--- config.mk ---
export PLATFORM = sky130hd
export DESIGN_NAME = dmux_route_ctrl
export DESIGN_NICKNAME = d
export VERILOG_FILES = /design/src/rtl/dmux_route_ctrl.sv
export SDC_FILE = /design/constraint.sdc
export NUM_CORES = 1
export LEC_CHECK = 0
export BUFFER_PORTS_ARGS = -buffer_cell sky130_fd_sc_hd__buf_2
export CAP_MARGIN = 20
export CORE_AREA = 2 2 69 71
export DETAILED_ROUTE_END_ITERATION = 10
export DIE_AREA = 0 0 71 73
export GPL_TIMING_DRIVEN = 0
export PLACE_DENSITY = 0.71
export RECOVER_POWER = 50
export SLEW_MARGIN = 20
export SYNTH_ARGS = -nofsm -noshare
export SYNTH_HDL_FRONTEND = slang
export SYNTH_SLANG_ARGS = --single-unit
export TNS_END_PERCENT = 1
--- constraint.sdc ---
create_clock -name clk -period 1.6 [get_ports clk]
set_input_delay 0.16 -clock clk [delete_from_list [all_inputs] [get_ports clk]]
set_output_delay 0.16 -clock clk [all_outputs]
set_load 0.01 [all_outputs]
--- src/rtl/dmux_route_ctrl.sv ---
// Routing controller for a 1-to-2 demux: steers accepted words into two
// registered output slots by tag, alternate or forced mode, with drain-before-mode-change.
module dmux_route_ctrl #(
  parameter int DW    = 8,
  parameter int CNT_W = 8
) (
  input  logic             clk,
  input  logic             rst_n,
  input  logic             in_valid,
  output logic             in_ready,
  input  logic [DW-1:0]    in_data,
  input  logic             in_dest,
  input  logic [1:0]       mode,
  output logic             out0_valid,
  input  logic             out0_ready,
  output logic [DW-1:0]    out0_data,
  output logic             out1_valid,
  input  logic             out1_ready,
  output logic [DW-1:0]    out1_data,
  output logic             sel,
  output logic             busy,
  output logic [CNT_W-1:0] cnt0,
  output logic [CNT_W-1:0] cnt1,
  input  logic             clr_cnt
);

  typedef enum logic {RUN, DRAIN} state_t;

  state_t     state, state_nxt;
  logic [1:0] mode_q;
  logic       mode_ld;
  logic       rr;
  logic       target;
  logic       tgt_free;
  logic       accept;
  logic       load0, load1;
  logic       hs0, hs1;
  logic       v0_nxt, v1_nxt;
  logic       slots_empty_nxt;

  always_comb begin
    target = 1'b0;
    unique case (mode_q)
      2'b00: target = in_dest;
      2'b01: target = rr;
      2'b10: target = 1'b0;
      2'b11: target = 1'b1;
      default: target = 1'b0;
    endcase
  end

  assign tgt_free = target ? (!out1_valid || out1_ready) : (!out0_valid || out0_ready);
  // rst_n gates in_ready so nothing looks acceptable while reset is held
  assign in_ready = rst_n && (state == RUN) && (mode == mode_q) && tgt_free;
  assign accept   = in_valid && in_ready;
  assign load0    = accept && !target;
  assign load1    = accept && target;
  assign hs0      = out0_valid && out0_ready;
  assign hs1      = out1_valid && out1_ready;

  // Slot occupancy after this edge; a reload wins over a same-cycle handshake
  assign v0_nxt          = load0 || (out0_valid && !out0_ready);
  assign v1_nxt          = load1 || (out1_valid && !out1_ready);
  assign slots_empty_nxt = !v0_nxt && !v1_nxt;

  always_comb begin
    state_nxt = state;
    mode_ld   = 1'b0;
    unique case (state)
      RUN: begin
        if (mode != mode_q) begin
          if (slots_empty_nxt) mode_ld = 1'b1;
          else                 state_nxt = DRAIN;
        end
      end
      DRAIN: begin
        if (slots_empty_nxt) begin
          mode_ld   = 1'b1;
          state_nxt = RUN;
        end
      end
      default: state_nxt = RUN;
    endcase
  end

  always_ff @(posedge clk or negedge rst_n) begin
    if (!rst_n) begin
      state  <= RUN;
      mode_q <= '0;
    end else begin
      state <= state_nxt;
      if (mode_ld) mode_q <= mode;
    end
  end

  always_ff @(posedge clk or negedge rst_n) begin
    if (!rst_n) begin
      rr         <= 1'b0;
      sel        <= 1'b0;
      out0_valid <= 1'b0;
      out1_valid <= 1'b0;
      out0_data  <= '0;
      out1_data  <= '0;
    end else begin
      out0_valid <= v0_nxt;
      out1_valid <= v1_nxt;
      if (load0) out0_data <= in_data;
      if (load1) out1_data <= in_data;
      if (accept) begin
        sel <= target;
        if (mode_q == 2'b01) rr <= ~rr;
      end
    end
  end

  always_ff @(posedge clk or negedge rst_n) begin
    if (!rst_n) begin
      cnt0 <= '0;
      cnt1 <= '0;
    end else if (clr_cnt) begin
      cnt0 <= '0;
      cnt1 <= '0;
    end else begin
      if (hs0 && (cnt0 != '1)) cnt0 <= cnt0 + CNT_W'(1);
      if (hs1 && (cnt1 != '1)) cnt1 <= cnt1 + CNT_W'(1);
    end
  end

  assign busy = (state == DRAIN) || out0_valid || out1_valid;

endmodule

# Yosys cells after proc, flatten, opt, wreduce, memory -nomap -nowiden
# Cells that the tools add are included.
# op_classes
n_reduce_logical,30
eq_ne,7
muxes,12
add_sub_neg,2
bitwise_logic,2
# ops
cell,count
two-way mux 8 bit,4
"adder 8 x 1 -> 8 bit, second input constant",2
"inequality test 8 bit, second input constant",2
logical AND 1 bit,13
zero test 1 bit,7
logical OR 1 bit,6
two-way mux 1 bit,5
"== test 2 bit, second input constant",2
case mux 1 bit (2 select lines),2
case mux 1 bit (4 select lines),1
nonzero test 2 bit,2
"== test 2 x 1 -> 1 bit, second input constant",1
== test 2 bit,1
zero test 2 bit,1
inequality test 2 bit,1
inverter 1 bit,2
AND reduction 2 bit,1
# totals
regBits,39
out_inout_bits,37
input_bits,17

# Logic depth before layout (Yosys ltp)
# depth
ltp_word,12
depth_mapped,5
ltp_nobuf,5

# Worst setup path before layout
# No wires, ideal clock.
# synth_path
path_type,reg2reg
start,register mode_q[1]
end,register out0_data[0]
slack_ns,-0.109
stages_incl_launch_ff,6
n_path_buf,1
t_arrival_ns,1.584
setup_time_ns,0.125
required_ns,1.475
path_cell_list,dfrtp_1 xor2_1 nor4_4 nor3b_2 buf_6 mux2_4
# synth_via
elab_chain_cells,6
word_cells_on_any_way,12
cone_classes,eq/ne (4); mux (2); reduce/logical (6)
# synth_lines
item,line,source
from (decl),30,logic [1:0] mode_q;
from (signal assigned),92,if (mode_ld) mode_q <= mode;
== test 2 bit (tied with other cells),43,unique case (mode_q)
case mux 1 bit (4 select lines),43,
two-way mux 1 bit,52,assign tgt_free = target ? (!out1_valid || out1_ready) : (!out0_valid || out0_ready);
logical AND 1 bit,54,assign in_ready = rst_n && (state == RUN) && (mode == mode_q) && tgt_free;
logical AND 1 bit,55,assign accept = in_valid && in_ready;
logical AND 1 bit (*),56,assign load0 = accept && !target;
to (signal assigned),107,if (load0) out0_data <= in_data;
to (decl),16,"output logic [DW-1:0] out0_data,"
# Mark *: on every way between the ends. The rest lies on a longest branch, timed or not.
# A chain may end at the register's enable or synchronous reset.

# Worst setup path after layout
# layout_path
start,register mode_q[0]
end,register out0_data[5]
# The elaborated chain is that of the path after synthesis.

==> out/summary.txt <==
Crit path time final: 1756 ps
Worst-skew pair later-pin latency: 280 ps
Final core utilization: 53.52%
ANT nets after route: 0
Syn Area/Cell: 12.06 um2
CP Max Fanout: 5
Final Max Slew Viols: 0
Layout Skew: 4.532 ps
Worst slew margin: 37.93%
Max VDD drop: 0.0008582 V
TritonCTS Sinks: 39
Slowest stage delay, CP: 430 ps
Total power: 0.003026 W
GRT Util Overall: 15.48%
Crit-path cells: xor2_2 -> nor4_4 -> nor3b_4 -> buf_6 -> mux2_4
Die Area: 5183 um2
Core Box Area: 4536 um2
Mapped Nets: 178
DRC Markers: 0
Post-Route WL: 3897 um
Port buffer count: 52
Die height: 73 um
Final setup vio count: 17
H-tree Lvls: 2
Distinct cells, synth: 39
Commonest non-fill, non-tap cell in the layout: buf_2
Syn. warnings: 0
Num rows: 25
I/O Pins: 54
Final Worst Setup Slack: -155.9 ps
Ant diodes: 0
Final Hold Viols: 0
Total gr overflow: 0
RSZ-0062 raised after global routing: true
EDFF count, synth: 0
Startpoint Class: flip-flop
Critical Path End Type: flip-flop
CP required: 1770 ps
Post-synthesis cell area: 1917 um2
Worst-margin pin slew: 931.1 ps
Peak Freq: 0.5695 GHz
Cells after Synth: 159
PD cells: 1247 nW/um2
Number of max-cap violations: 0
WL per Instance: 14.02 um
Worst hold slack: 120.5 ps
Sequential fraction of the synthesis area: 50.91%
Area delta synth->final: 26.63%
Initial Util: 42.26%
Critical-path top delay cell: dfrtp_2
Asr flop ratio synth: 100.0%
CP Class: reg2reg
Final net count: 242
Post-DP HPWL: 2742 um
Vias in the first global route: 1380
Max Root-Sink Buffers: 2
Clock Tree Root: clkbuf_8
Routability congestion estimate: 0.7472
DRT Pass-1 Iters: 4
CP arrival: 1920 ps
Post-synth top flop: dfrtp_1
First-pass GRT wire length: 6361 um
Via count: 1468
Layout cell share with drive strength beyond 1: 37.50%
Failing checks: negative setup slack
Most frequent cells in the layout: buf_2, dfrtp_1, mux2_4
Largest net degree at the start of global routing: 42
Initial antenna violation count: 0
Leakage: 1.169 nW
FF+latch count, synth: 39
Critical path buffers and inverters: 1
CTS Buf Count: 5
CP top delay family: simple AND/OR/NAND/NOR gates
Clock transition at path regs: 80 ps
CTS tree: built
Initial DRC count: 73
Fin area: 2427 um2
Drt via density: 5.281
Placed Instance Area: 2252 um2
Hold crit path type: in2reg
Status: complete, but fails checks
Tcrit/Tclk final: 109.7%
Die X: 71 um
worst paths after layout:
path / end / startpoint / slack, ps / depth (start not counted)
max in group asynchronous: mode_q[0]$_DFFE_PN0P_ / rst_n / 160 / 3
worst min-delay path: out1_data[4]$_DFFE_PN0P_ / in_data[4] / 120 / 2
worst min register to register: rr$_DFFE_PN0P_ / rr$_DFFE_PN0P_ / 490 / 1
worst max-delay path: out0_data[5]$_DFFE_PN0P_ / mode_q[0]$_DFFE_PN0P_ / -160 / 5
worst max register to register: out0_data[5]$_DFFE_PN0P_ / mode_q[0]$_DFFE_PN0P_ / -160 / 5
min in group asynchronous: cnt1[5]$_DFFE_PN0P_ / rst_n / 800 / 3
metal layers:
metal,vias up,GRT usage (%),wire length [um]
met2,43,25.13,1861
met3,3,4.558,217
met1,707,20.70,1804
met5,-,0,0
met4,0,3.354,14
li1,715,-,-
cell families after synthesis:
| kind of cell | count (synthesis) | synth area share (%) |
|---|---|---|
| compound gates | 28 | 9.987 |
| xor+xnor | 6 | 2.741 |
| fa+ha+maj | 2 | 1.305 |
| buf+inv | 8 | 2.350 |
| flops | 39 | 50.91 |
| mux | 23 | 16.45 |
| simple gates | 53 | 16.25 |
synth_stat cells, types with 4 or more instances:
master | number | area [um2]
a21oi_1 | 7 | 35.03
a31oi_1 | 4 | 25.02
clkbuf_1 | 4 | 15.01
dfrtp_1 | 39 | 975.9
mux2_1 | 4 | 45.04
mux2_4 | 16 | 240.2
nand2_1 | 6 | 22.52
nand2b_1 | 4 | 25.02
nor2_1 | 12 | 45.04
nor3_1 | 5 | 25.02
o21ai_0 | 4 | 20.02
or3_1 | 4 | 25.02
xor2_1 | 4 | 35.03
area by class of cell:
| type | instances | area (um2) |
|---|---|---|
| clock buffer | 6 | 82.58 |
| multi-input combinational | 112 | 924.6 |
| fill | 410 | 2108 |
| buffer | 6 | 38.79 |
| inverter | 2 | 7.507 |
| sequential | 39 | 980.9 |
| tap | 54 | 67.56 |
| clock inverter | 2 | 35.03 |
| timing repair buffer | 57 | 290.3 |
state kept, by name, indices dropped and copies added, names as in the netlist:
name and count:
out0_data 8, sel 1, cnt0 8, rr 1
out0_valid 1, cnt1 8, out1_valid 1, state 1
out1_data 8, mode_q 2
power by group:
part,leakage (nW),internal (W),switching (W),total [W]
Combinational,0.606,0.000464,0.000352,0.000816
Clock,0.0612,0.000505,0.000332,0.000837
Sequential,0.501,0.00122,0.000150,0.00137
what timing repair did:
action,4_1_cts,5_1_grt
gates cloned,1,0
gates resized for setup,9,8
endpoints found under the hold margin,39,39
buffers inserted,2,0
pin swaps,1,2
setup endpoints to repair,23,25
through the flow:
stage          setup WS, ps  instances  TNS (ps)
2_1_floorplan        -82.20        159    -976.9
4_1_cts              -231.2        276     -3118
3_5_place_dp         -797.3        265    -14890
6_report             -155.9        278     -2024
3_3_place_gp         -768.8        265    -14390
5_1_grt              -229.3        278     -3892
Power figures use the tool's default switching activity.
